--- src/rtl/echo_request_input_if.sv ---
// Request-pipe and decoded-call method handshakes of the echo portal request path.
// The slave modport is the deserializer; the master modport is the host/core side.
interface echo_request_input_if;
    logic [31:0] requests_0_enq_v;
    logic        EN_requests_0_enq;
    logic        RDY_requests_0_enq;
    logic [31:0] say_v;
    logic        RDY_say;
    logic        EN_say;
    logic [31:0] say2_a;
    logic [31:0] say2_b;
    logic        RDY_say2;
    logic        EN_say2;

    modport slave (
        input  requests_0_enq_v, EN_requests_0_enq, EN_say, EN_say2,
        output RDY_requests_0_enq, say_v, RDY_say, say2_a, say2_b, RDY_say2
    );

    modport master (
        output requests_0_enq_v, EN_requests_0_enq, EN_say, EN_say2,
        input  RDY_requests_0_enq, say_v, RDY_say, say2_a, say2_b, RDY_say2
    );
endinterface

--- src/rtl/echo_request_input.sv ---
// Echo portal request deserializer: frames -> say/say2 call FIFO -> RDY/EN methods.
// Define ECHO_REQ_ERRCNT_EN to implement the saturating malformed-frame counter.
module echo_request_input #(
    parameter int unsigned DEPTH = 4
) (
    input  logic                      CLK,
    input  logic                      RST_N,
    echo_request_input_if.slave       req,
    input  logic [15:0]               messageSize_size_methodNumber,
    output logic [15:0]               messageSize_size,
    output logic                      RDY_messageSize_size,
    output logic [7:0]                err_count
);
    localparam int unsigned AW = (DEPTH > 1) ? $clog2(DEPTH) : 1;

    typedef enum logic [1:0] {StIdle, StPayload, StDiscard} state_e;

    state_e      state_q, state_d;
    logic [15:0] remaining_q, remaining_d;
    logic        method_q, method_d;
    logic [31:0] a_q, a_d;

    logic [AW:0]   wr_ptr_q, rd_ptr_q;
    logic [AW-1:0] wr_idx, rd_idx;
    logic          mem_m [DEPTH];
    logic [31:0]   mem_a [DEPTH];
    logic [31:0]   mem_b [DEPTH];

    logic        fifo_full, fifo_empty, head_m;
    logic        enq_fire, push, pop, hdr_legal;
    logic [31:0] word, push_a;
    logic [15:0] hdr_method, hdr_count;

    assign word       = req.requests_0_enq_v;
    assign hdr_method = word[31:16];
    assign hdr_count  = word[15:0];
    assign hdr_legal  = (hdr_method == 16'd0 && hdr_count == 16'd1) ||
                        (hdr_method == 16'd1 && hdr_count == 16'd2);

    assign wr_idx     = wr_ptr_q[AW-1:0];
    assign rd_idx     = rd_ptr_q[AW-1:0];
    assign fifo_empty = (wr_ptr_q == rd_ptr_q);
    assign fifo_full  = (wr_ptr_q[AW] != rd_ptr_q[AW]) && (wr_idx == rd_idx);

    // Only the final payload word pushes, so only it can be held off by a full FIFO.
    assign req.RDY_requests_0_enq = !(state_q == StPayload && remaining_q == 16'd1 && fifo_full);
    assign enq_fire = req.EN_requests_0_enq && req.RDY_requests_0_enq;

    always_comb begin
        state_d     = state_q;
        remaining_d = remaining_q;
        method_d    = method_q;
        a_d         = a_q;
        push        = 1'b0;
        if (enq_fire) begin
            case (state_q)
                StIdle: begin
                    remaining_d = hdr_count;
                    if (hdr_legal) begin
                        state_d  = StPayload;
                        method_d = word[16];
                    end else if (hdr_count != 16'd0) begin
                        state_d = StDiscard;
                    end
                end
                StPayload: begin
                    remaining_d = remaining_q - 16'd1;
                    if (remaining_q == 16'd1) begin
                        push    = 1'b1;
                        state_d = StIdle;
                    end else begin
                        a_d = word;
                    end
                end
                StDiscard: begin
                    remaining_d = remaining_q - 16'd1;
                    if (remaining_q == 16'd1) state_d = StIdle;
                end
                default: state_d = StIdle;
            endcase
        end
    end

    always_ff @(posedge CLK or negedge RST_N) begin
        if (!RST_N) begin
            state_q     <= StIdle;
            remaining_q <= '0;
            method_q    <= 1'b0;
            a_q         <= '0;
        end else begin
            state_q     <= state_d;
            remaining_q <= remaining_d;
            method_q    <= method_d;
            a_q         <= a_d;
        end
    end

    // A say call has one payload word, which is its argument and also its final word.
    assign push_a = method_q ? a_q : word;
    assign head_m = mem_m[rd_idx];
    assign pop    = (req.EN_say && req.RDY_say) || (req.EN_say2 && req.RDY_say2);

    always_ff @(posedge CLK or negedge RST_N) begin
        if (!RST_N) begin
            for (int i = 0; i < int'(DEPTH); i++) begin
                mem_m[i] <= 1'b0;
                mem_a[i] <= '0;
                mem_b[i] <= '0;
            end
            wr_ptr_q <= '0;
            rd_ptr_q <= '0;
        end else begin
            if (push) begin
                mem_m[wr_idx] <= method_q;
                mem_a[wr_idx] <= push_a;
                mem_b[wr_idx] <= word;
                wr_ptr_q      <= wr_ptr_q + 1'b1;
            end
            if (pop) rd_ptr_q <= rd_ptr_q + 1'b1;
        end
    end

    assign req.RDY_say  = !fifo_empty && !head_m;
    assign req.RDY_say2 = !fifo_empty && head_m;
    assign req.say_v    = mem_a[rd_idx];
    assign req.say2_a   = mem_a[rd_idx];
    assign req.say2_b   = mem_b[rd_idx];

    always_comb begin
        case (messageSize_size_methodNumber)
            16'd0:   messageSize_size = 16'd32;
            16'd1:   messageSize_size = 16'd64;
            default: messageSize_size = 16'd0;
        endcase
    end
    assign RDY_messageSize_size = 1'b1;

`ifdef ECHO_REQ_ERRCNT_EN
    logic [7:0] err_q;
    logic       hdr_bad;

    assign hdr_bad = enq_fire && state_q == StIdle && !hdr_legal;

    always_ff @(posedge CLK or negedge RST_N) begin
        if (!RST_N)                        err_q <= '0;
        else if (hdr_bad && err_q != 8'hff) err_q <= err_q + 8'd1;
    end
    assign err_count = err_q;
`else
    assign err_count = 8'd0;
`endif
endmodule

--- src/flat_wrapper.sv ---
// flat-port wrapper written by rule: the top's interface ports become plain ports
module echo_request_input_flat 
#(
    parameter int unsigned DEPTH = 4
)
  (CLK, RST_N, messageSize_size_methodNumber, messageSize_size, RDY_messageSize_size, err_count, req_requests_0_enq_v, req_EN_requests_0_enq, req_EN_say, req_EN_say2, req_RDY_requests_0_enq, req_say_v, req_RDY_say, req_say2_a, req_say2_b, req_RDY_say2);
  echo_request_input_if req_i ();
  input  logic CLK;
  input  logic RST_N;
  input  logic [15:0] messageSize_size_methodNumber;
  output logic [15:0] messageSize_size;
  output logic RDY_messageSize_size;
  output logic [7:0] err_count;
  input wire logic [$bits(req_i.requests_0_enq_v)-1:0] req_requests_0_enq_v;
  input wire logic [$bits(req_i.EN_requests_0_enq)-1:0] req_EN_requests_0_enq;
  input wire logic [$bits(req_i.EN_say)-1:0] req_EN_say;
  input wire logic [$bits(req_i.EN_say2)-1:0] req_EN_say2;
  output wire logic [$bits(req_i.RDY_requests_0_enq)-1:0] req_RDY_requests_0_enq;
  output wire logic [$bits(req_i.say_v)-1:0] req_say_v;
  output wire logic [$bits(req_i.RDY_say)-1:0] req_RDY_say;
  output wire logic [$bits(req_i.say2_a)-1:0] req_say2_a;
  output wire logic [$bits(req_i.say2_b)-1:0] req_say2_b;
  output wire logic [$bits(req_i.RDY_say2)-1:0] req_RDY_say2;
  assign req_i.requests_0_enq_v = req_requests_0_enq_v;
  assign req_i.EN_requests_0_enq = req_EN_requests_0_enq;
  assign req_i.EN_say = req_EN_say;
  assign req_i.EN_say2 = req_EN_say2;
  assign req_RDY_requests_0_enq = req_i.RDY_requests_0_enq;
  assign req_say_v = req_i.say_v;
  assign req_RDY_say = req_i.RDY_say;
  assign req_say2_a = req_i.say2_a;
  assign req_say2_b = req_i.say2_b;
  assign req_RDY_say2 = req_i.RDY_say2;
  echo_request_input #(.DEPTH(DEPTH)) u_core (.CLK(CLK), .RST_N(RST_N), .req(req_i), .messageSize_size_methodNumber(messageSize_size_methodNumber), .messageSize_size(messageSize_size), .RDY_messageSize_size(RDY_messageSize_size), .err_count(err_count));
endmodule
--- config.mk ---
export PLATFORM = sky130hd
export DESIGN_NAME = echo_request_input_flat
export DESIGN_NICKNAME = d
export VERILOG_FILES = /design/src/rtl/echo_request_input_if.sv /design/src/rtl/echo_request_input.sv /design/src/flat_wrapper.sv
export SDC_FILE = /design/constraint.sdc
export NUM_CORES = 1
export LEC_CHECK = 0
export CAP_MARGIN = 25
export CORE_MARGIN = 2
export CORE_UTILIZATION = 50
export DETAILED_ROUTE_END_ITERATION = 16
export GPL_TIMING_DRIVEN = 0
export HOLD_SLACK_MARGIN = 0.06
export PLACE_DENSITY = 0.73
export SETUP_SLACK_MARGIN = 0.15
export SLEW_MARGIN = 20
export SYNTH_ARGS = -nofsm -noshare
export SYNTH_HDL_FRONTEND = slang
export SYNTH_SLANG_ARGS = --single-unit
--- constraint.sdc ---
create_clock -name CLK -period 3.6 [get_ports CLK]
set_input_delay 0.72 -clock CLK [delete_from_list [all_inputs] [get_ports CLK]]
set_output_delay 0.72 -clock CLK [all_outputs]
set_load 0.02 [all_outputs]
* Word-level counts from Yosys, hierarchy flattened
Index checks and enable logic that the tools add are counted.
Cells by class: reduce and logical (&&, ||, !) cells 26, add/sub/neg operators 3, equality and inequality tests 12, bitwise operators 3, mux-type cells 26, order comparisons 3
Operator list (count):
- bitwise mux 128 bit | 2
- 2-to-1 mux 32 bit | 6
- binary-select mux 32 bit (select 2 bit) | 2
- demux 32 bit (select 2 bit) | 1
- equality test 16 x 1 -> 1 bit (second input constant) | 4
- zero test 16 bit | 2
- case mux 16 bit (2 select lines) | 1
- equality test 16 x 2 -> 1 bit (second input constant) | 1
- nonzero test 16 bit | 1
- subtractor 16 x 1 -> 16 bit (second input constant) | 1
- case mux 7 bit (2 select lines) | 1
- logical AND 1 bit | 11
- AND reduction 3 bit | 3
- adder 3 x 1 -> 3 bit (second input constant) | 2
- >= comparator 3 bit (second input constant) | 2
- 2-to-1 mux 1 bit | 6
- 2-to-1 mux 2 bit | 3
- inverter 2 -> 3 bit | 2
- bitwise mux 4 bit | 1
- case mux 2 bit (2 select lines) | 1
- equality test 3 bit | 1
- zero test 1 bit | 3
- less-than comparator 3 x 1 -> 1 bit (second input constant) | 1
- inequality test 3 x 1 -> 1 bit (second input constant) | 1
- 13 further kinds | 14
Storage, ports and cells: output and inout port bits 124, word-level logic and storage cells 91, input port bits 53, register bits after elaboration 317

* Depth between registers and ports, before layout
Gate-level depths: netlist of the first run.
depth in word-level cells 8, depth in mapped cells 8, gate-level depth less buffers 7

* Least setup slack after synthesis of the first run
No wires, ideal clock.
path type register -> output, start register u_core.rd_ptr_q[0], end output port req_say_v[0], required time 2880 ps, data arrival time 2338 ps, cell stages (with the launch flop) 6, path buffers 4, setup slack 542 ps, path through dfrtp_1 -> clkbuf_1 -> clkbuf_1 -> buf_1 -> mux4_2 -> buf_4
Between the ends: word-level cells in the longest chain between the ends 4
RTL lines:
- from (decl) | RTL line echo_request_input.sv:23 | logic [AW:0] wr_ptr_q, rd_ptr_q;
- from (signal assigned) | RTL line echo_request_input.sv:119 | if (pop) rd_ptr_q <= rd_ptr_q + 1'b1;
- inverter 2 -> 3 bit
- binary-select mux 32 bit (select 2 bit)
- 2-to-1 mux 32 bit (2 in series)
- to (decl) | RTL line flat_wrapper.sv:19 | output wire logic [$bits(req_i.say_v)-1:0] req_say_v;
No other way between the ends. The select of a mux whose other input is x is not followed.

* Worst setup path in the final report of the first run
start register u_core.rd_ptr_q[1], end output port req_say_v[30]
Between the ends: word-level cells in the longest chain between the ends 4
RTL lines:
- inverter 2 -> 3 bit (implied by the code) | RTL line echo_request_input.sv:125 | assign req.say_v = mem_a[rd_idx];
- binary-select mux 32 bit (select 2 bit) | RTL line echo_request_input.sv:125
- 2-to-1 mux 32 bit (implied by the code) (2 in series) | RTL line echo_request_input.sv:125
No other way between the ends. The select of a mux whose other input is x is not followed.

==> key figures, run 1 <==
Outcome
  • Status: finished, final reports clean

Detailed routing
  • Drt total wl: 33,450 um
  • Drt first pass iters: 5
  • DR vias: 9,140
  • Final ANT Viol Nets: 0
  • WL/cell: just over 20 um
  • Vias/cell: approximately 5.6
  • # DRC: 0
  • DRT iter0 DRCs: 630

Layout
  • Area grow syn2layout: 23.17%
  • Core Util, Final: 0.6216
  • Final nets: 1,279
  • Share of cells above drive strength 1: 0.3247
  • Fill cell count: approximately 2,300
  • ANT cells: 0
  • Footprint of the multi-input gates: 6350 um^2
  • Fin cells: approximately 1,600
  • Most frequent cells in the layout: dfrtp_1, mux2_2, mux2_1
  • Sequential cell area: 7933 um^2
  • Leading cell type in the layout, fill and taps excluded: dfrtp_1

Timing
  • Final hold vios: 0
  • WHS: approximately 150 ps
  • Final worst-path cycle share: 0.9264
  • Max Clock Freq: approximately 300 MHz
  • Final worst path period need: around 3300 ps
  • RSZ-0062 raised after global routing: true
  • Slew Viols, Final: 0
  • Worst Skew: 15.54 ps
  • Final setup vio count: 0
  • Worst slew margin relative to its limit: 0.4651
  • Worst Tran Pin Value: 802.3 ps

Clock network
  • Clock Tree Buf Depth: 3
  • CTS Buf Count: 35
  • Post-CTS setup buffers: 0
  • Clk slew on worst S/H paths: 60 ps
  • Clock sinks: 317
  • Clock root buffer: clkbuf_16
  • TritonCTS clock tree: done
  • H-Tree Depth: 2
  • Worst-skew pair later-pin latency: 520 ps

Critical path
  • Worst EP arrival: 2610 ps
  • Critical Path RT: about 2900 ps
  • Startpoint Class: register
  • CP Class: reg2out
  • CP endpoint kind: output port
  • CP max FO: 10

Yosys
  • Synthesized instance count: 1,004
  • Top FF cell, synth: dfrtp_1
  • Top-area cell type share of the netlist area: 0.5332
  • Synth Cell Area: 14,880 um^2
  • Biggest area consumer among synthesized cells: dfrtp_1
  • Post-synth ARST share: 1.000
  • Synth cell types: 48
  • Number of synthesized flops with an enable pin: 0
  • Seq/Total Area, Yosys: 0.5332
  • Synthesized area per cell: between 10 and 15 um^2
  • Ys Warns: 0
  • Yosys reg bits: 317
  • Largest cells by area after synthesis: dfrtp_1, mux2_2, mux2_1, mux4_2, buf_4

Global routing
  • Initial antenna violation count: 0
  • Largest net degree at the start of global routing: 97
  • First-pass GRT wire length: 53,880 um
  • Vias in the first global route: ~9,700
  • Grt total ovfl: 0
  • GRT Overall Usage: 0.2231

Power
  • Worst VDD drop: 0.4103 mV
  • Leak Pwr: 9.236 nW
  • PwrDens: 511.1 nW/um^2

Die
  • IO Pins: about 180
  • Starting density of the core: 0.5047
  • Die footprint: 31,150 um^2
  • Die W: 176.5 um
  • Die Span Y: roughly 180 um
  • Total core area: between 20,000 and 30,000 um^2
  • Site Rows: between 60 and 70

Job
  • Max-Cap Viols: 0

Min path
  • Min-delay worst type: in2async

Placed design
  • Port Buf Inserts: 150
  • DP Cell Count: 1,569
  • Post-DP HPWL: 22,720 um
  • GP Congestion: 0.8244
[cell usage after synthesis (2+ instances only)]
| cell | number |
|---|---|
| dfrtp_1 | 317 |
| buf_2 | 23 |
| nand2_1 | 17 |
| nand3_1 | 10 |
| conb_1 | 2 |
| mux2i_1 | 5 |
| or2_2 | 2 |
| nor2b_1 | 2 |
| inv_1 | 9 |
| a21oi_1 | 4 |
| a211oi_1 | 10 |
| mux4_2 | 65 |
| nand3_2 | 2 |
| clkbuf_1 | 30 |
| o21bai_1 | 3 |
| nor3_1 | 22 |
| nor2_1 | 22 |
| nor3b_1 | 3 |
| buf_4 | 55 |
| mux2_1 | 150 |
| xor2_1 | 4 |
| o21ai_0 | 14 |
| a31oi_1 | 2 |
| o31a_1 | 2 |
| xnor2_1 | 3 |
| buf_1 | 7 |
| or3_1 | 2 |
| nand4_1 | 3 |
| o211ai_1 | 2 |
| nor4_1 | 10 |
| mux2_2 | 176 |
| ha_1 | 10 |
[flip-flops by register name, summed over array words and instances, names as in the netlist]
register            flops
u_core.a_q             32
u_core.mem_a          128
u_core.mem_b          128
u_core.mem_m            4
u_core.method_q         1
u_core.rd_ptr_q         3
u_core.remaining_q     16
u_core.state_q          2
u_core.wr_ptr_q         3
[metrics by stage]
stage	worst slack, ps	cell area (um^2)	total power, mW	TNS, ps
after floorplan	541.6	14960	5.206	0
after global placement	-11970	16950	5.727	-3808520
after detailed placement	-579.9	17050	5.786	-26810
after CTS	142.5	18260	9.420	0
after global routing	144.8	18330	9.787	0
final	265.0	18330	9.366	0
[critical path, stage by stage (launching register included)]
cell	delay, ps
dfrtp_1	440
clkbuf_4	290
clkbuf_4	300
mux4_2	380
buf_4	160
clkdlybuf4s50_1	530
[cell families (layout without fill, tap and decap cells)]
family / count (synthesis) / count (layout) / share of synthesized area
simple gates: 103 / 103 / 0.03608
compound gates: 45 / 45 / 0.02212
buf+inv: 124 / 340 / 0.04709
flops: 317 / 317 / 0.5332
mux: 396 / 396 / 0.3485
xor+xnor: 7 / 7 / 0.004121
other cells: 2 / 23 / 0.0005048
fa+ha+maj: 10 / 10 / 0.008410
[layout make-up]
| type | instances | share of cell area |
|---|---|---|
| Sequential cell | 317 | 0.4329 |
| Multi-Input combinational cell | 584 | 0.3465 |
| Timing Repair Buffer | 154 | 0.08869 |
| Clock buffer | 50 | 0.05531 |
| Buffer | 115 | 0.04110 |
| Tap cell | 390 | 0.02663 |
| Clock inverter | 12 | 0.007033 |
| Inverter | 9 | 0.001844 |
[where the power goes]
group | total [mW] | switching, mW | internal [mW]
registers | 4.02 | 0.210 | 3.81
clock network | 3.53 | 1.42 | 2.11
logic | 1.82 | 0.999 | 0.824
[per-layer routing]
layer  global-route usage  wire, um  share of wire  vias to the layer above
met5                    0         0              0                        -
met3              0.03101      1469          0.044                       50
li1                     -         -              -                     4061
met4              0.06371       753          0.023                        0
met1               0.3015     14370           0.43                     4807
met2               0.3792     16860           0.50                      222
[final timing paths]
| check | startpoint | to | slack [ps] | cells past startpoint |
|---|---|---|---|---|
| setup / recovery | u_core.rd_ptr_q[1]$_DFFE_PN0P_ | req_say_v[30] | 270 | 5 |
| hold / removal | RST_N | u_core.mem_a[71]$_DFFE_PN0P_ | 150 | 1 |
| setup reg to reg | u_core.remaining_q[2]$_DFFE_PN0P_ | u_core.mem_a[44]$_DFFE_PN0P_ | 940 | 7 |
| hold reg to reg | u_core.mem_b[48]$_DFFE_PN0P_ | u_core.mem_b[48]$_DFFE_PN0P_ | 490 | 1 |
| max in group asynchronous | RST_N | u_core.mem_a[77]$_DFFE_PN0P_ | 1860 | 4 |
| min in group CLK | u_core.mem_b[48]$_DFFE_PN0P_ | u_core.mem_b[48]$_DFFE_PN0P_ | 490 | 1 |
[timing repair]
action	4_1_cts	5_1_grt
setup endpoints to repair	97	38
resized for setup	62	27
hold buffers	0	0
gates cloned	0	0
No activity file was read; power rests on OpenSTA's default activity.
==> inputs of run 2 (changes only) <==
CORE_MARGIN = 4   (was 2)
CORE_UTILIZATION = 56   (was 50)
PLACE_DENSITY = 0.8   (was 0.73)
==> run 2 against run 1 <==
Compared with the run above:
- non-clock buffer count is the same
- global-route usage grew 1.0 points
- combinational power is essentially flat
- die area shrank 6.1%
- first-iteration DRC count down 26%
- register-to-register slack lost 140 ps
- utilization increased by 7.7 points
- worst setup slack lost 32 ps
- sequential share of layout area up 0.17 points
- clock-buffer cell count did not move
- largest cell class unchanged
- highest routed layer unchanged
==> key figures, run 2 (synthesis gave the netlist of run 1 again) <==
Power
  • Worst VDD drop: 0.3644 mV (-11%)
  • PwrDens: 507.9 nW/um^2 (-0.62%)
  • Switching Share: 0.2768 (-0.003431)
  • Cell Int Power: 6.706 mW (-0.54%)
  • Leak Pwr: 9.207 nW (-0.31%)
  • Switching power total: 2.566 mW (-2.2%)
  • Sequential Power Share: 0.433 (+0.004)
  • Clk network pwr share: 0.373 (-0.003)
  • Combinational power share: 0.194 (about the same)

Die
  • IO Pins: 177 (unchanged)
  • Die footprint: 29,240 um^2 (-6.1%)
  • Die W: 171.0 um (-3.1%)
  • Total core area: 26,130 um^2 (-11%)
  • Site Rows: 59 (-6.3%)
  • Starting density of the core: 0.5693 (+0.06466)
  • Die Span Y: 171.0 um (-3.1%)

Layout
  • Share of cells above drive strength 1: 0.3234 (-0.001351)
  • Largest registers: u_core.mem_a (128), u_core.mem_b (128), u_core.a_q (32)
  • ANT cells: 0 (unchanged)
  • Most frequent cells in the layout: dfrtp_1, mux2_2, mux2_1
  • Core Util, Final: 0.6985 (+0.07691)
  • Fill cell count: 1,793 (-22%)
  • Final nets: 1,278 (-0.078%)
  • Area grow syn2layout: 22.69%
  • Leading cell type in the layout, fill and taps excluded: dfrtp_1

Global routing
  • Initial antenna violation count: 0 (unchanged)
  • First-pass GRT wire length: 53,800 um (-0.15%)
  • Grt total ovfl: 0 (unchanged)
  • Vias in the first global route: 9,887 (+2.2%)
  • GRT Overall Usage: 0.2336 (+0.01050)
  • Largest net degree at the start of global routing: 79 (-19%)

Clock network
  • Post-CTS setup buffers: 0 (unchanged)
  • H-Tree Depth: 2 (unchanged)
  • Clk slew on worst S/H paths: 60 ps (about the same)
  • Clock Tree Buf Depth: 3 (unchanged)
  • Clock root buffer: clkbuf_16
  • Clock sinks: 317 (unchanged)
  • CTS Buf Count: 34 (-2.9%)
  • Worst-skew pair later-pin latency: 500 ps (-20 ps)
  • TritonCTS clock tree: done

Critical path
  • Critical Path RT: 2880 ps (about the same)
  • Worst EP arrival: 2650 ps (+40 ps)
  • Startpoint Class: register
  • CP max FO: 8 (-2)
  • CP Class: reg2out
  • CP endpoint kind: output port

Timing
  • Final setup vio count: 0 (unchanged)
  • Worst Tran Pin Value: 861.7 ps (+59.46 ps)
  • Final hold vios: 0 (unchanged)
  • Total negative slack: 0 ps (unchanged)
  • Final worst-path cycle share: 0.9352 (+0.008801)
  • RSZ-0062 raised after global routing: false
  • Final worst path period need: 3367 ps (+31.68 ps)
  • Worst Skew: 8.863 ps (-6.673 ps)
  • Max Clock Freq: 297.0 MHz (-0.94%)
  • Worst slew margin relative to its limit: 0.4243 (-0.04088)
  • Slew Viols, Final: 0 (unchanged)

Detailed routing
  • Drt first pass iters: 5 (unchanged)
  • DR vias: 9,135 (-0.055%)
  • Drt total wl: 33,390 um (-0.18%)
  • Final ANT Viol Nets: 0 (unchanged)
  • # DRC: 0 (unchanged)
  • DRT iter0 DRCs: 468 (-26%)
  • Vias/cell: 5.800 (+3.5%)
  • WL/cell: 21.20 um (+3.4%)

Placed design
  • Post-DP HPWL: 22,890 um (+0.77%)
  • GP Congestion: 0.8225 (-0.23%)
  • Port Buf Inserts: 150 (unchanged)

Min path
  • Min-delay worst type: in2async

Job
  • Max-Cap Viols: 0 (unchanged)

Outcome
  • Status: finished, final reports clean
run 2: cell types whose count changed in the layout (fill, tap and decap cells not counted), moves of 2 or more:
cell / previous run / this run
dlygate4sd2_1: 14 / 3
clkdlybuf4s50_1: 118 / 127
buf_2: 26 / 23
clkbuf_16: 37 / 35
dlymetal6s2s_1: 17 / 19
run 2: worst max-delay path, cell delays in order, from the launching register on:
cell,delay (ps)
dfrtp_1,450
nor4_2,390
nand3_2,270
or3_1,470
clkdlybuf4s50_1,570
run 2: metal layers:
metal	routed length, um	track usage	vias up
li1	-	-	4075
met1	14300	0.3290	4776
met2	16940	0.3941	240
met3	1637	0.03512	44
met4	516	0.04685	0
met5	0	0	-
run 2: power by group through the flow:
stage	Sequential [mW]	Clock, mW	Combinational (mW)
floorplan	4.01	0	1.19
global placement	4.05	0	1.65
detailed placement	4.06	0	1.70
CTS	4.01	3.52	1.80
global route	4.05	3.68	1.97
finish	4.02	3.45	1.80
run 2: repair_timing:
action | CTS | global route
pin swaps | 0 | 0
hold buffers | 0 | 0
endpoints found under the setup margin | 97 | 39
gates resized for setup | 56 | 24
endpoints found under the hold margin | 0 | 0
cloned | 0 | 0
run 2: worst paths after layout:
kind                                                   startpoint                       endpoint  slack, ps  cells past startpoint
worst max register to register  u_core.remaining_q[2]$_DFFE_PN0P_   u_core.mem_a[94]$_DFFE_PN0P_        800                      7
worst min register to register       u_core.mem_a[32]$_DFFE_PN0P_   u_core.mem_a[32]$_DFFE_PN0P_        480                      1
max in group asynchronous                                   RST_N   u_core.mem_a[85]$_DFFE_PN0P_       2130                      4
min in group CLK                     u_core.mem_a[32]$_DFFE_PN0P_   u_core.mem_a[32]$_DFFE_PN0P_        480                      1
worst max-delay path            u_core.remaining_q[2]$_DFFE_PN0P_         req_RDY_requests_0_enq        230                      4
worst min-delay path                                        RST_N  u_core.mem_a[104]$_DFFE_PN0P_        100                      1
run 2: final cells by class:
cell class	count	area, um^2	area share
Sequential cell	317	7933	0.4346
Buffer	115	757.0	0.04147
Tap cell	335	419.2	0.02296
Multi-Input combinational cell	584	6334	0.3470
Timing Repair Buffer	154	1660	0.09096
Inverter	9	33.78	0.001851
Clock inverter	11	115.1	0.006306
Clock buffer	50	1002	0.05490
run 2: stage by stage:
stage | hold WS [ps] | cells | cell area, um^2 | setup WS [ps] | power [mW]
floorplan | 424.4 | 1025 | 14960 | 541.6 | 5.206
global placement | 468.2 | 1510 | 16880 | -11810 | 5.705
detailed placement | 475.5 | 1514 | 16990 | -526.8 | 5.766
CTS | 109.8 | 1575 | 18190 | 109.8 | 9.329
global route | 118.7 | 1575 | 18250 | 155.4 | 9.698
finish | 100.9 | 1575 | 18250 | 233.4 | 9.272
